==> config.mk <==
export PLATFORM = sky130hd
export DESIGN_NAME = acc32_seq
export DESIGN_NICKNAME = d
export VERILOG_FILES = /design/src/rtl/acc32_seq_pkg.sv /design/src/rtl/acc32_seq_cla.sv /design/src/rtl/acc32_seq.sv
export SDC_FILE = /design/constraint.sdc
export NUM_CORES = 1
export LEC_CHECK = 0
export ABC_AREA = 1
export BUFFER_PORTS_ARGS = -buffer_cell sky130_fd_sc_hd__buf_2
export CAP_MARGIN = 10
export CORE_ASPECT_RATIO = 1.1
export CORE_MARGIN = 2
export CORE_UTILIZATION = 48
export CTS_CLUSTER_DIAMETER = 80
export DETAILED_ROUTE_END_ITERATION = 12
export GPL_TIMING_DRIVEN = 0
export HOLD_SLACK_MARGIN = 0.1
export PLACE_DENSITY = 0.78
export SLEW_MARGIN = 20
export SYNTH_ARGS = -nofsm -noshare
export SYNTH_HDL_FRONTEND = slang
export SYNTH_SLANG_ARGS = --single-unit
export TNS_END_PERCENT = 30
==> constraint.sdc <==
create_clock -name clk -period 2.85 [get_ports clk]
set_input_delay 0.285 -clock clk [delete_from_list [all_inputs] [get_ports clk]]
set_output_delay 0.285 -clock clk [all_outputs]
set_load 0.02 [all_outputs]
==> src/rtl/acc32_seq_pkg.sv <==
// Shared definitions for the acc32_seq accumulator: FSM state encoding and
// the saturation value used when the optional saturating mode is built in.
package acc32_seq_pkg;

    typedef enum logic [1:0] {
        IDLE  = 2'd0,
        ACCUM = 2'd1,
        DONE  = 2'd2
    } state_t;

    localparam int          ADD_W     = 32;
    localparam logic [31:0] SAT_VALUE = 32'hFFFF_FFFF;

endpackage

==> src/rtl/acc32_seq_cla.sv <==
// 32-bit carry-lookahead adder: 4-bit lookahead groups with a group-level
// carry chain. Purely combinational.
module acc32_seq_cla (
    input  logic [31:0] a,
    input  logic [31:0] b,
    input  logic        ci,
    output logic [31:0] s,
    output logic        co
);
    logic [31:0] g;
    logic [31:0] p;
    logic [7:0]  blk_g;
    logic [7:0]  blk_p;
    logic [8:0]  blk_c;

    assign g = a & b;
    assign p = a ^ b;

    genvar gi;
    generate
        for (gi = 0; gi < 8; gi++) begin : g_blk
            localparam int B = 4 * gi;
            logic [3:0] cl;

            assign blk_g[gi] = g[B+3] | (p[B+3] & g[B+2]) | (p[B+3] & p[B+2] & g[B+1])
                             | (p[B+3] & p[B+2] & p[B+1] & g[B]);
            assign blk_p[gi] = p[B+3] & p[B+2] & p[B+1] & p[B];

            // In-group carries are flattened so each depends only on the group carry-in.
            assign cl[0] = blk_c[gi];
            assign cl[1] = g[B] | (p[B] & blk_c[gi]);
            assign cl[2] = g[B+1] | (p[B+1] & g[B]) | (p[B+1] & p[B] & blk_c[gi]);
            assign cl[3] = g[B+2] | (p[B+2] & g[B+1]) | (p[B+2] & p[B+1] & g[B])
                         | (p[B+2] & p[B+1] & p[B] & blk_c[gi]);
            assign s[B+3:B] = p[B+3:B] ^ cl;
        end
    endgenerate

    always_comb begin
        blk_c    = '0;
        blk_c[0] = ci;
        for (int k = 0; k < 8; k++) begin
            blk_c[k+1] = blk_g[k] | (blk_p[k] & blk_c[k]);
        end
    end

    assign co = blk_c[8];

endmodule

==> src/rtl/acc32_seq.sv <==
// Multi-operand accumulator: sums a burst of words through the CLA adder and
// returns total plus sticky carry. Define ACC32_SEQ_SAT_EN to saturate on overflow.
module acc32_seq #(
    parameter int WIDTH = 32,
    parameter int CNT_W = 8
) (
    input  logic             clk,
    input  logic             reset,
    input  logic             start,
    input  logic [CNT_W-1:0] num,
    input  logic             in_valid,
    input  logic [WIDTH-1:0] in_data,
    output logic             in_ready,
    output logic             out_valid,
    output logic [WIDTH-1:0] out_sum,
    output logic             out_co,
    input  logic             out_ready,
    output logic             busy
);
    import acc32_seq_pkg::*;

    state_t           state_reg;
    logic [WIDTH-1:0] acc_reg;
    logic [CNT_W-1:0] cnt_reg;
    logic             carry_reg;
    logic             in_ready_reg;
    logic             out_valid_reg;
    logic             busy_reg;

    logic [WIDTH-1:0] add_s;
    logic             add_co;
    logic [WIDTH-1:0] acc_next;

    acc32_seq_cla u_adder (
        .a  (acc_reg),
        .b  (in_data),
        .ci (1'b0),
        .s  (add_s),
        .co (add_co)
    );

`ifdef ACC32_SEQ_SAT_EN
    assign acc_next = add_co ? SAT_VALUE : add_s;
`else
    assign acc_next = add_s;
`endif

    always_ff @(posedge clk or posedge reset) begin
        if (reset) begin
            state_reg     <= IDLE;
            acc_reg       <= '0;
            cnt_reg       <= '0;
            carry_reg     <= 1'b0;
            in_ready_reg  <= 1'b0;
            out_valid_reg <= 1'b0;
            busy_reg      <= 1'b0;
        end else begin
            unique case (state_reg)
                IDLE: begin
                    if (start) begin
                        acc_reg   <= '0;
                        carry_reg <= 1'b0;
                        busy_reg  <= 1'b1;
                        if (num != '0) begin
                            cnt_reg      <= num;
                            state_reg    <= ACCUM;
                            in_ready_reg <= 1'b1;
                        end else begin
                            state_reg     <= DONE;
                            out_valid_reg <= 1'b1;
                        end
                    end
                end
                ACCUM: begin
                    if (in_valid && in_ready_reg) begin
                        acc_reg   <= acc_next;
                        carry_reg <= carry_reg | add_co;
                        cnt_reg   <= cnt_reg - CNT_W'(1);
                        if (cnt_reg == CNT_W'(1)) begin
                            state_reg     <= DONE;
                            in_ready_reg  <= 1'b0;
                            out_valid_reg <= 1'b1;
                        end
                    end
                end
                DONE: begin
                    // A start seen here is dropped; a new burst must begin from IDLE.
                    if (out_ready) begin
                        state_reg     <= IDLE;
                        out_valid_reg <= 1'b0;
                        busy_reg      <= 1'b0;
                    end
                end
                default: begin
                    state_reg     <= IDLE;
                    in_ready_reg  <= 1'b0;
                    out_valid_reg <= 1'b0;
                    busy_reg      <= 1'b0;
                end
            endcase
        end
    end

    assign in_ready  = in_ready_reg;
    assign out_valid = out_valid_reg;
    assign out_sum   = acc_reg;
    assign out_co    = carry_reg;
    assign busy      = busy_reg;

endmodule

# Word level (Yosys, flattened, before mapping)
# Index checks and enable logic that the tools add are counted.
dict set report classes {
  n_addsub 1
  eq_ne 9
  mux 29
  n_bitwise 210
  n_reduce_logical 10
}
# operator count
set ops {}
lappend ops {{$and A1 B1 Y1} 121}
lappend ops {{$or A1 B1 Y1} 77}
lappend ops {{$mux W32} 2}
lappend ops {{$pmux W32 S2} 1}
lappend ops {{$and A32 B32 Y32} 1}
lappend ops {{$xor A32 B32 Y32} 1}
lappend ops {{$xor A4 B4 Y4} 8}
lappend ops {{$mux W8} 3}
lappend ops {{$pmux W8 S2} 1}
lappend ops {{$mux W1} 12}
lappend ops {{$ne A2 B2 Y1 const B} 6}
lappend ops {{$mux W2} 5}
lappend ops {{$reduce_and A5 Y1} 2}
lappend ops {{$pmux W1 S3} 3}
lappend ops {{$eq A8 B1 Y1 const B} 1}
lappend ops {{$reduce_and A4 Y1} 2}
lappend ops {{$reduce_bool A8 Y1} 1}
lappend ops {{$sub A8 B1 Y8 const B} 1}
lappend ops {{$pmux W2 S3} 1}
lappend ops {{$reduce_and A3 Y1} 2}
lappend ops {{$eq A2 B1 Y1 const B} 1}
lappend ops {{$eq A2 B2 Y1 const B} 1}
lappend ops {{$logic_not A2 Y1} 1}
lappend ops {{$not A1 Y1} 2}
lappend ops {{other kinds (3)} 3}
dict set report totals {
  ff_bits 46
  input_bits 45
  output_inout_bits 36
}

# Logic depth before layout (Yosys ltp)
# Gate-level depths: netlist (run 1).
dict set report depth {
  word_depth 22
  mapped_depth 21
  mapped_depth_nobuf 21
}

# Modules after synthesis
# A second synthesis (run 1) with hierarchy kept.
dict set report hier_totals {
  cells_unflattened 456
  area_unflattened_um2 3517.1
}
# module instances cells_each area_per_inst_um2 seq_area_each_um2
set by_module_without_submodules {}
lappend by_module_without_submodules {acc32_seq 1 271 2158.3 1151.1}
lappend by_module_without_submodules {acc32_seq_cla 1 185 1358.8 0.0}

# Least setup slack after synthesis (run 1)
# No wires, ideal clock.
dict set report synth_path {
  path_kind {reg-to-reg}
  startpoint {register acc_reg[3], in the netlist out_sum[3]}
  endpoint {register acc_reg[29], in the netlist out_sum[29]}
  setup_ns 0.095
  arrival_ns 2.574
  setup_slack_ns 0.181
  path_stages_with_launch 20
  path_buffers 0
  cell_sequence {dfrtp_1 > ha_1 > or2_0 > nand2_1 > nand2_2 > nand2_2 > nand2_4 > nand2_4 > nand2_4 > nand2_4 > nand2_4 > nand2_4 > nand2_4 > nand2_4 > nand2_4 > nand2_4 > nand2_4 > fa_1 > xnor2_1 > o31ai_1}
}
dict set report synth_via {
  elab_chain_cells 22
  word_cells_on_any_way 27
}
# item line
set synth_lines {}
lappend synth_lines {{from (decl)} acc32_seq.sv:23} ;# logic [WIDTH-1:0] acc_reg;
lappend synth_lines {{from (signal assigned)} acc32_seq.sv:76} ;# acc_reg <= acc_next;
lappend synth_lines {{$xor A32 B32 Y32} acc32_seq_cla.sv:17} ;# assign p = a ^ b;
lappend synth_lines {{$and A1 B1 Y1, on equally long branches} --}
lappend synth_lines {{$or A1 B1 Y1 (tied with other cells)} acc32_seq_cla.sv:25} ;# assign blk_g[gi] = g[B+3] | (p[B+3] & g[B+2]) | (p[B+3] & p[B+2] & g[B+1])
lappend synth_lines {{$or A1 B1 Y1 or $and A1 B1 Y1 (tied branches)} {acc32_seq_cla.sv:25, acc32_seq_cla.sv:26}}
lappend synth_lines {{$or A1 B1 Y1 *} acc32_seq_cla.sv:26} ;# | (p[B+3] & p[B+2] & p[B+1] & g[B]);
lappend synth_lines {{$and A1 B1 Y1 *} acc32_seq_cla.sv:43} ;# blk_c[k+1] = blk_g[k] | (blk_p[k] & blk_c[k]);
lappend synth_lines {{$or A1 B1 Y1 *} acc32_seq_cla.sv:43}
lappend synth_lines {{$and A1 B1 Y1 *} acc32_seq_cla.sv:43}
lappend synth_lines {{[6 not listed]} --}
lappend synth_lines {{$or A1 B1 Y1 *} acc32_seq_cla.sv:43}
lappend synth_lines {{$and A1 B1 Y1 *} acc32_seq_cla.sv:43}
lappend synth_lines {{$or A1 B1 Y1 *} acc32_seq_cla.sv:43}
lappend synth_lines {{$and A1 B1 Y1 *} acc32_seq_cla.sv:31} ;# assign cl[1] = g[B] | (p[B] & blk_c[gi]);
lappend synth_lines {{$or A1 B1 Y1 *} acc32_seq_cla.sv:31}
lappend synth_lines {{$xor A4 B4 Y4 *} acc32_seq_cla.sv:35} ;# assign s[B+3:B] = p[B+3:B] ^ cl;
lappend synth_lines {{$mux W32 *} acc32_seq.sv:75} ;# if (in_valid && in_ready_reg) begin
lappend synth_lines {{$pmux W32 S2 *} acc32_seq.sv:58} ;# unique case (state_reg)
# Every way passes the cells marked *; elsewhere a longest branch is shown, timed or not. The select of a mux whose other input is x is not followed.
# A chain may end at the register's enable or synchronous reset.

# Worst setup path after layout (run 1)
dict set report layout_path {
  startpoint {register acc_reg[13], in the netlist out_sum[13]}
  endpoint {register acc_reg[29], in the netlist out_sum[29]}
}
dict set report layout_via {
  elab_chain_cells 16
  word_cells_on_any_way 21
}
# item line
set layout_lines {}
lappend layout_lines {{$and A32 B32 Y32 or $xor A32 B32 Y32 (tied branches)} {acc32_seq_cla.sv:16, acc32_seq_cla.sv:17}}
lappend layout_lines {{$and A1 B1 Y1, on equally long branches} {acc32_seq_cla.sv:25, acc32_seq_cla.sv:26, acc32_seq_cla.sv:27}}
lappend layout_lines {{$or A1 B1 Y1 (tied with other cells)} acc32_seq_cla.sv:25}
lappend layout_lines {{$or A1 B1 Y1 or $and A1 B1 Y1 (tied branches)} {acc32_seq_cla.sv:26, acc32_seq_cla.sv:43}}
lappend layout_lines {{$or A1 B1 Y1 *} acc32_seq_cla.sv:43}
lappend layout_lines {{$and A1 B1 Y1 *} acc32_seq_cla.sv:43}
lappend layout_lines {{$or A1 B1 Y1 *} acc32_seq_cla.sv:43}
lappend layout_lines {{$and A1 B1 Y1 *} acc32_seq_cla.sv:43}
lappend layout_lines {{$or A1 B1 Y1 *} acc32_seq_cla.sv:43}
lappend layout_lines {{$and A1 B1 Y1 *} acc32_seq_cla.sv:43}
lappend layout_lines {{$or A1 B1 Y1 *} acc32_seq_cla.sv:43}
lappend layout_lines {{$and A1 B1 Y1 *} acc32_seq_cla.sv:31}
lappend layout_lines {{$or A1 B1 Y1 *} acc32_seq_cla.sv:31}
lappend layout_lines {{$xor A4 B4 Y4 *} acc32_seq_cla.sv:35}
lappend layout_lines {{$mux W32 *} acc32_seq.sv:75}
lappend layout_lines {{$pmux W32 S2 *} acc32_seq.sv:58}
# Marked as above.

==> results of run 1 <==
[cells in the final DEF, fill, tap and decap left out, drive strengths merged, types with 3 or more instances in the layout]
cell      n
nand2   126
buf      85
dfrtp    46
nor2     35
ha       34
inv      32
nand3    29
o21ai    26
a21oi    16
clkbuf   12
xnor2    10
o31ai    10
fa        8
nor3      5
nand3b    4
nand4     3
a31oi     3
clkinv    3
[logic make-up (layout without fill, tap and decap cells)]
| logic type | count (synthesis) | in the layout | share of synthesized area [%] |
|---|---|---|---|
| adders and majority gates | 42 | 42 | 17.37 |
| buffers and inverters | 43 | 133 | 5.009 |
| and+or+nand+nor | 207 | 207 | 28.76 |
| AOI/OAI and AO/OA | 66 | 66 | 11.61 |
| xor gates and xnor gates | 12 | 12 | 3.117 |
| DFF | 46 | 46 | 34.14 |
[routing by layer]
| metal | wire, microns | vias up | global-route usage, % |
|---|---|---|---|
| li1 | - | 1578 | - |
| met1 | 3497 | 1491 | 26.97 |
| met2 | 3899 | 98 | 37.67 |
| met3 | 424 | 14 | 3.690 |
| met4 | 152 | 0 | 6.720 |
| met5 | 0 | - | 0 |
[cell usage after synthesis]
cell type / n / area share (%)
a2111oi_0: 1 / 0.26
clkbuf_1: 6 / 0.67
or4_1: 2 / 0.45
nand2_4: 11 / 3.7
xor2_1: 2 / 0.52
a32o_1: 1 / 0.30
a221oi_1: 1 / 0.26
nand4_1: 3 / 0.56
nand2_1: 112 / 12
o21ai_1: 18 / 2.7
a21o_1: 2 / 0.45
o211ai_1: 2 / 0.45
xnor2_1: 10 / 2.6
or2_2: 1 / 0.19
clkbuf_4: 1 / 0.22
and3_1: 1 / 0.19
o22ai_1: 2 / 0.37
nor3_1: 5 / 0.74
o221ai_1: 1 / 0.26
fa_1: 8 / 4.7
or2_0: 1 / 0.19
a31oi_1: 3 / 0.56
buf_2: 3 / 0.45
o31ai_1: 10 / 2.2
inv_1: 25 / 2.8
dfrtp_1: 46 / 34
nand3_1: 27 / 4.0
nor2_1: 33 / 3.7
ha_1: 34 / 13
clkinv_1: 1 / 0.11
nand3_2: 1 / 0.30
a31o_1: 1 / 0.26
a21oi_1: 16 / 2.4
nand3_4: 1 / 0.52
inv_2: 7 / 0.78
nor2_2: 2 / 0.37
o21ai_0: 8 / 1.2
nand3b_1: 4 / 0.89
nand2_2: 3 / 0.56
[worst max-delay path, stage by stage (launching register included)]
cell	delay (ps)
dfrtp_1	410
ha_1	340
a21oi_1	250
o21ai_0	110
a21oi_1	240
nand2_4	110
nand2_4	70
nand2_4	70
nand2_4	70
nand2_4	70
nand2_4	70
nand2_4	60
fa_1	380
xnor2_1	140
o31ai_1	180
[per-stage QoR]
step / utilization [%] / power (W)
after floorplan: - / 0.003154
after global placement: 56.00 / 0.003787
after detailed placement: 56.29 / 0.003873
after CTS: 57.57 / 0.004277
after global routing: 58.18 / 0.004719
final: 58.18 / 0.004293
[final cells by class]
| class | count | area (sq um) |
|---|---|---|
| multi-input combinational | 327 | 2087 |
| tap | 85 | 106.4 |
| fill | 635 | 2897 |
| sequential | 46 | 1151 |
| clock inverter | 2 | 10.01 |
| timing repair buffer | 83 | 437.9 |
| inverter | 33 | 123.9 |
| clock buffer | 5 | 68.82 |
| buffer | 10 | 45.04 |
[worst max-delay path by stage]
stage | to | slack (ps)
3_5_place_dp | out_sum[29] | 80
3_3_place_gp | out_sum[29] | 120
2_1_floorplan | out_sum[29] | 180
5_1_grt | out_sum[29] | 10
6_report | out_sum[29] | 180
4_1_cts | out_sum[29] | 60
[power breakdown]
| part | switching [W] | internal, W | leakage, nW |
|---|---|---|---|
| sequential | 0.000272 | 0.000948 | 0.594 |
| combinational | 0.00169 | 0.00100 | 1.58 |
| clock | 0.000220 | 0.000165 | 0.0438 |
[repair_timing]
item,in CTS,in global routing
resized for setup,0,5
setup endpoints to repair,0,2
buffers inserted,0,1
endpoints found under the hold margin,21,0
hold buffers,1,0
==> results.py, run 1 <==
metrics = {
    "status": {
        "outcome": "complete, no violations",
    },
    "min_path": {
        "min_path_cells": 3,
        "hold_start": "num[2]",
        "min_path_type": "primary input to flip-flop",
        "min_to": "cnt_reg[2]",
    },
    "power_and_ir_drop": {
        "max-vdd-ir-drop_uv": 662.9,
        "p_per_area_mw_per_mm2": 1065,
        "p_leak_nw": 2.222,
    },
    "floorplanning": {
        "die_h_microns": 91.91,
        "dieArea_sq_mm": 0.007712,
        "fp-row-count": 32,
        "coreArea_sq_mm": 0.006927,
        "initial_core_util_pct": 48.68,
        "io_pins": 81,
        "die_w_microns": 83.92,
    },
    "routing": {
        "post_drt_via_cell_ratio": 5.382,
        "route.detailed.drc": 0,
        "dr.pass1.iters": 5,
        "totalWireLength_microns": 7974,
        "drtAntennaViolNets": 0,
        "vias": 3181,
        "drt_iter0_drc": 124,
        "wire_per_inst_microns": 13.49,
    },
    "synthesis": {
        "ys_ff_latch": 46,
        "seq_area_frac_synth_pct": 34.14,
        "synthDistinctLibCells": 39,
        "syn_nets": 503,
        "avgSynthCellArea_sq_um": 8.106,
        "syn_inst": 416,
        "synth_area_sq_mm": 0.003372,
        "yosysWarnings": 0,
    },
    "global_route": {
        "gr-total-overflow": 0,
        "antenna_found_initial": 0,
        "grt_pass1_wl_microns": 13540,
        "grt_usage_pct": 21.47,
        "grt_pass1_vias": 3081,
        "grt_max_degree": 26,
    },
    "cts": {
        "htree_levels": 2,
        "cts_tree": "built",
        "cts.reportedPaths.clkPinSlew_ps": 90,
        "cts-root-buf": "clkbuf_8",
        "clock_path_buffers": 2,
        "clock_latency_ps": 300,
        "cts-buffers-inserted": 5,
        "clock_sinks": 46,
    },
    "placed_design": {
        "io_buffers": 80,
        "dp.cells": 582,
        "gp_congestion": 0.8716,
        "post-place-ws_ps": 78.46,
        "place_hpwl_microns": 6184,
        "placed_area_sq_mm": 0.003899,
    },
    "critical_path": {
        "startpoint_type": "flip-flop",
        "reg2reg_depth": 14,
        "r2r_start": "out_sum[13]",
        "end_kind": "flip-flop",
        "crit_fanout": 4,
        "critPathKind": "flip-flop to flip-flop",
        "setup.worst_path.start": "out_sum[13]",
        "r2r_end": "out_sum[29]",
        "ff2ff_setup_slack_ps": 180,
        "critical_path_required_ps": 3070,
        "crit_arrival_ps": 2880,
    },
    "cells_and_area": {
        "largest_reg_flops": 32,
        "final_cells": 591,
        "drive_gt1_share_pct": 24.70,
        "area_growth_pct": 19.52,
        "fin_nets": 593,
        "antennaDiodeCount": 0,
        "postLayoutCellArea_sq_mm": 0.004030,
    },
    "timing": {
        "final.setup.worst_slack_ps": 182.2,
        "period_share_pct": 93.61,
        "finalHoldViolCount": 0,
        "finalCriticalPeriod_ps": 2668,
        "worst_pin_slew_ps": 612.0,
        "setup_viol": 0,
        "slew_violations": 0,
        "max_freq_mhz": 374.8,
        "fin_setup_tns_ps": 0,
        "rsz0062_at_grt": "no",
        "relSlewSlack_pct": 59.20,
        "hold-worst-slack_ps": 250.3,
        "fin_skew_ps": 6.882,
    },
    "run": {
        "maxCapViolCount": 0,
    },
}
Note: power is estimated with default switching activity, not from simulation.
==> run 2: changes to the inputs <==
==> constraint.sdc (replaced) <==
create_clock -name clk -period 2.9 [get_ports clk]
set_input_delay 0.29 -clock clk [delete_from_list [all_inputs] [get_ports clk]]
set_output_delay 0.29 -clock clk [all_outputs]
set_load 0.02 [all_outputs]
==> run 2 against run 1 <==
Against the previous run: flip-flop and latch count unchanged; global-route usage unchanged; utilization decreased by 0.22 points; worst hold slack better by 6.8 ps; die area did not move; critical endpoint unchanged; largest cell class unchanged.
==> results.py, run 2 (same netlist as run 1, synthesis figures left out) <==
metrics = {
    "routing": {
        "drtAntennaViolNets": 0,
        "wire_per_inst_microns": 13.48,
        "dr.pass1.iters": 4,
        "route.detailed.drc": 0,
        "drt_iter0_drc": 140,
        "totalWireLength_microns": 7967,
        "post_drt_via_cell_ratio": 5.369,
        "vias": 3173,
    },
    "placed_design": {
        "io_buffers": 80,
        "gp_congestion": 0.8716,
        "dp.cells": 582,
        "placed_area_sq_mm": 0.003899,
        "place_hpwl_microns": 6184,
    },
    "global_route": {
        "antenna_found_initial": 0,
        "grtUsageMet3_pct": 3.690,
        "gr-total-overflow": 0,
        "grt_busiest_layer": "met2",
        "grt_pass1_wl_microns": 13540,
        "met1_usage_pct": 26.97,
        "grt_pass1_vias": 3081,
        "grt_max_degree": 26,
        "grt_usage_pct": 21.47,
        "grt_use_met2_pct": 37.67,
    },
    "critical_path": {
        "critical_path_buf_inv_count": 0,
        "reg2reg_depth": 20,
        "startpoint_type": "flip-flop",
        "r2r_start": "out_sum[2]",
        "ff2ff_setup_slack_ps": 200,
        "slowest_stage": "dfrtp_1",
        "crit_fanout": 4,
        "crit_top_cell": "nand2_4",
        "critPathKind": "flip-flop to flip-flop",
        "end_kind": "flip-flop",
        "cp_slowest_stage_delay_ps": 410,
        "crit_chain": "ha_1 > nand2_2 > nand2_1 > nand2_1 > nand2_2 > nand2_2 > nand2_4 > nand2_4 > nand2_4 > nand2_4 > nand2_4 > nand2_4 > nand2_4 > nand2_4 > nand2_4 > nand2_4 > nand2_4 > fa_1 > xnor2_1 > o31ai_1",
        "cpLargestDelayFamily": "simple AND/OR/NAND/NOR gates",
        "r2r_end": "out_sum[29]",
        "crit_arrival_ps": 2910,
        "critical_path_required_ps": 3110,
    },
    "min_path": {
        "min_path_type": "primary input to flip-flop",
        "min_path_cells": 3,
        "min_to": "cnt_reg[2]",
        "hold_start": "num[2]",
    },
    "floorplanning": {
        "fp-row-count": 32,
        "dieArea_sq_mm": 0.007712,
        "initial_core_util_pct": 48.68,
        "die_w_microns": 83.92,
        "io_pins": 81,
        "coreArea_sq_mm": 0.006927,
        "die_h_microns": 91.91,
    },
    "cells_and_area": {
        "antennaDiodeCount": 0,
        "mostFrequentLayoutCells": "nand2_1, buf_2, dfrtp_1",
        "area_growth_pct": 19.07,
        "fin_nets": 593,
        "drive_gt1_share_pct": 24.31,
        "largest_reg_flops": 32,
        "final_cells": 591,
        "postLayoutCellArea_sq_mm": 0.004015,
        "nFillCells": 639,
        "final_common_cell": "nand2_1",
        "utilization_pct": 57.97,
    },
    "timing": {
        "finalHoldViolCount": 0,
        "worst_pin_slew_ps": 615.6,
        "period_share_pct": 92.98,
        "finalCriticalPeriod_ps": 2696,
        "relSlewSlack_pct": 58.96,
        "fin_setup_tns_ps": 0,
        "setup_viol": 0,
        "slew_violations": 0,
        "hold-worst-slack_ps": 257.2,
        "max_freq_mhz": 370.9,
        "fin_skew_ps": 6.683,
    },
    "run": {
        "maxCapViolCount": 0,
    },
    "cts": {
        "cts_tree": "built",
        "cts-root-buf": "clkbuf_8",
        "cts-buffers-inserted": 5,
        "htree_levels": 2,
        "clock_sinks": 46,
        "clock_latency_ps": 300,
        "clock_path_buffers": 2,
        "cts.reportedPaths.clkPinSlew_ps": 90,
    },
    "power_and_ir_drop": {
        "p_per_area_mw_per_mm2": 1047,
        "max-vdd-ir-drop_uv": 651.5,
        "p_leak_nw": 2.225,
    },
    "status": {
        "outcome": "complete, no violations",
    },
}
run 2: cell types whose count changed in the layout (fill, tap and decap cells not counted):
cell / delta
ha_4: -1
ha_1: +2
ha_2: -1
run 2: final cells by class:
| type | instances | area [sq um] | share of cell area, % |
|---|---|---|---|
| clock inverter | 2 | 10.01 | 0.2493 |
| multi-input combinational | 327 | 2072 | 51.60 |
| clock buffer | 5 | 68.82 | 1.714 |
| timing repair buffer | 83 | 437.9 | 10.91 |
| inverter | 33 | 123.9 | 3.085 |
| tap | 85 | 106.4 | 2.649 |
| buffer | 10 | 45.04 | 1.122 |
| sequential | 46 | 1151 | 28.67 |
run 2: how the worst max path moves through the flow:
| stage | to | cells after the start | slack (ps) | startpoint |
|---|---|---|---|---|
| finish | out_sum[29] | 20 | 200 | out_sum[2] |
| global placement | out_sum[29] | 20 | 170 | in_data[3] |
| detailed placement | out_sum[29] | 19 | 130 | out_sum[3] |
| floorplan | out_sum[29] | 19 | 230 | out_sum[3] |
| global route | out_sum[29] | 20 | -0.8 | out_sum[2] |
| CTS | out_sum[29] | 19 | 110 | out_sum[3] |
run 2: repair_timing:
action | CTS | global route
buffers inserted | 0 | 1
endpoints found under the hold margin | 21 | 0
hold buffers | 1 | 0
resized for setup | 0 | 3
endpoints found under the setup margin | 0 | 1
run 2: per-layer routing:
| layer | up-vias | part of all wire (%) |
|---|---|---|
| met2 | 97 | 49 |
| met3 | 19 | 5.4 |
| li1 | 1576 | - |
| met5 | - | 0 |
| met4 | 0 | 2.0 |
| met1 | 1481 | 44 |
run 2: worst reg2reg max path, cell delays in order (launching register included):
cell and delay (ps):
dfrtp_1 410, ha_1 350, nand2_2 90, nand2_1 60, nand2_1 70, nand2_2 80, nand2_2 80, nand2_4 60
nand2_4 60, nand2_4 60, nand2_4 70, nand2_4 60, nand2_4 70, nand2_4 70, nand2_4 70, nand2_4 70
nand2_4 70, nand2_4 70, fa_1 380, xnor2_1 140, o31ai_1 220
run 2: power by group:
part / leakage (nW) / internal, W / total (W) / switching [W]
sequential: 0.594 / 0.000931 / 0.00119 / 0.000264
clock: 0.0438 / 0.000162 / 0.000378 / 0.000215
combinational: 1.59 / 0.000973 / 0.00263 / 0.00166
run 2: metrics by stage:
step,total power [W],worst slack [ps]
5_1_grt,0.004621,-0.8245
2_1_floorplan,0.003100,230.5
3_5_place_dp,0.003806,128.5
6_report,0.004206,203.5
4_1_cts,0.004203,105.2
3_3_place_gp,0.003722,166.3
==> run 3: changes to the inputs <==
--- a/config.mk
+++ b/config.mk
@@ -15,7 +15,7 @@
 export DETAILED_ROUTE_END_ITERATION = 12
 export GPL_TIMING_DRIVEN = 0
 export HOLD_SLACK_MARGIN = 0.1
-export PLACE_DENSITY = 0.78
+export PLACE_DENSITY = 0.76
 export SLEW_MARGIN = 20
 export SYNTH_ARGS = -nofsm -noshare
 export SYNTH_HDL_FRONTEND = slang
==> run 3 against run 2 <==
Against the previous run: final area is 2.7% higher; worst hold slack better by 2.1 ps; die area stayed put; first-iteration DRC count is 14% higher; routed wire length is 5.3% higher; utilization is 1.6 points higher; largest cell class unchanged; flip-flop and latch count stayed put; sequential share of layout area is 0.77 points lower; fmax is 0.57% higher; count of clock-buffer cells in the layout is 1 higher; register-to-register slack better by 20 ps.
==> results.py, run 3 (same netlist as run 1, synthesis figures left out) <==
metrics = {
    "cts": {
        "cts-buffers-inserted": 5,
        "clock_sinks": 46,
        "clock_latency_ps": 300,
        "cts-root-buf": "clkbuf_8",
        "cts_tree": "built",
        "cts.reportedPaths.clkPinSlew_ps": 100,
        "clock_path_buffers": 2,
        "htree_levels": 2,
    },
    "timing": {
        "max_freq_mhz": 373.0,
        "period_share_pct": 92.46,
        "worst_pin_slew_ps": 677.1,
        "setup_viol": 0,
        "fin_setup_tns_ps": 0,
        "rsz0062_at_grt": "no",
        "relSlewSlack_pct": 54.86,
        "fin_skew_ps": 7.650,
        "slew_violations": 0,
        "final.setup.worst_slack_ps": 218.8,
        "hold-worst-slack_ps": 259.2,
        "finalCriticalPeriod_ps": 2681,
        "finalHoldViolCount": 0,
    },
    "critical_path": {
        "crit_arrival_ps": 2900,
        "critical_path_required_ps": 3120,
        "slowest_stage": "dfrtp_1",
        "crit_chain": "ha_4 > or2_0 > nand2_1 > nand2_2 > nand2_2 > nand2_4 > nand2_4 > nand2_4 > nand2_4 > nand2_4 > nand2_4 > nand2_4 > nand2_4 > nand2_4 > nand2_4 > nand2_4 > fa_2 > xnor2_2 > o31ai_2",
        "crit_fanout": 4,
        "reg2reg_depth": 19,
        "critical_path_buf_inv_count": 0,
        "end_kind": "flip-flop",
        "cp_slowest_stage_delay_ps": 440,
        "startpoint_type": "flip-flop",
        "critPathKind": "flip-flop to flip-flop",
        "cp.depth": 19,
        "cpLargestDelayFamily": "simple AND/OR/NAND/NOR gates",
        "crit_top_cell": "nand2_4",
    },
    "status": {
        "outcome": "complete, no violations",
    },
    "floorplanning": {
        "dieArea_sq_mm": 0.007712,
        "io_pins": 81,
        "die_w_microns": 83.92,
        "coreArea_sq_mm": 0.006927,
        "die_h_microns": 91.91,
        "fp-row-count": 32,
        "initial_core_util_pct": 48.68,
    },
    "run": {
        "maxCapViolCount": 0,
    },
    "global_route": {
        "gr-total-overflow": 0,
        "grt_max_degree": 26,
        "grt_usage_pct": 21.98,
        "grt_pass1_vias": 3008,
        "antenna_found_initial": 0,
        "grt_pass1_wl_microns": 13730,
    },
    "routing": {
        "totalWireLength_microns": 8390,
        "route.detailed.drc": 0,
        "drtAntennaViolNets": 0,
        "top_layer": "met4",
        "dr.pass1.iters": 4,
        "drt_iter0_drc": 160,
        "wire_per_inst_microns": 14.12,
        "wl_met3_microns": 601,
        "dr_wl_met2_microns": 4145,
        "post_drt_via_cell_ratio": 5.391,
        "vias": 3202,
        "wl_met1_microns": 3582,
    },
    "placed_design": {
        "post-place-ws_ps": 80.11,
        "io_buffers": 80,
        "place_hpwl_microns": 6338,
        "placed_area_sq_mm": 0.003899,
        "gp_congestion": 0.8740,
    },
    "cells_and_area": {
        "mostFrequentLayoutCells": "nand2_1, buf_2, dfrtp_1",
        "postLayoutCellArea_sq_mm": 0.004125,
        "drive_gt1_share_pct": 25.74,
        "final_common_cell": "nand2_1",
        "antennaDiodeCount": 0,
        "largest_reg_flops": 32,
        "area_growth_pct": 22.34,
        "fin_nets": 595,
    },
    "power_and_ir_drop": {
        "p_per_area_mw_per_mm2": 1092,
        "p_leak_nw": 2.268,
        "max-vdd-ir-drop_uv": 546.6,
    },
    "min_path": {
        "min_path_cells": 3,
        "min_path_type": "primary input to flip-flop",
    },
}
[run 3: through the flow]
| stage | std cells | total power [W] | utilization, % |
|---|---|---|---|
| 2_1_floorplan | 416 | 0.003100 | - |
| 3_3_place_gp | 581 | 0.003732 | 56.00 |
| 3_5_place_dp | 582 | 0.003823 | 56.29 |
| 4_1_cts | 591 | 0.004451 | 58.49 |
| 5_1_grt | 594 | 0.004911 | 59.56 |
| 6_report | 594 | 0.004503 | 59.56 |
[run 3: final cells by class]
class	count	area, sq um
Fill cell	613	2801
Clock inverter	2	60.06
Inverter	33	123.9
Multi-Input combinational cell	327	2103
Timing Repair Buffer	85	452.9
Buffer	10	45.04
Clock buffer	6	82.58
Tap cell	85	106.4
Sequential cell	46	1151
[run 3: repair_timing]
action                                  in CTS  in global routing
endpoints found under the setup margin       0                  1
hold buffers                                 1                  0
gates resized for setup                      0                  8
setup buffers                                0                  3
endpoints found under the hold margin       21                  0
[run 3: worst paths after layout]
path                            startpoint     endpoint  slack, ps
worst max register to register  out_sum[3]  out_sum[29]        220
min in group asynchronous            reset   out_sum[3]        570
worst max-delay path            out_sum[3]  out_sum[29]        220
worst min register to register   out_valid    out_valid        500
worst min-delay path                num[2]   cnt_reg[2]        260
max in group asynchronous            reset       out_co       1820
[run 3: metal layers]
layer / vias up / track usage [%]
met5: - / 0
met1: 1510 / 27.97
met3: 6 / 4.770
met4: 0 / 4.435
met2: 108 / 38.60
li1: 1578 / -
[run 3: power by group]
part | internal [W] | switching, W
combinational | 0.00101 | 0.00169
clock | 0.000368 | 0.000236
sequential | 0.000931 | 0.000272
[run 3: worst register-to-register path, cell delays in order (launching register included)]
cell and delay [ps]:
dfrtp_1 440, ha_4 260, or2_0 210, nand2_1 70
nand2_2 80, nand2_2 80, nand2_4 70, nand2_4 60
nand2_4 60, nand2_4 70, nand2_4 60, nand2_4 70
nand2_4 60, nand2_4 70, nand2_4 70, nand2_4 70
nand2_4 70, fa_2 410, xnor2_2 150, o31ai_2 160
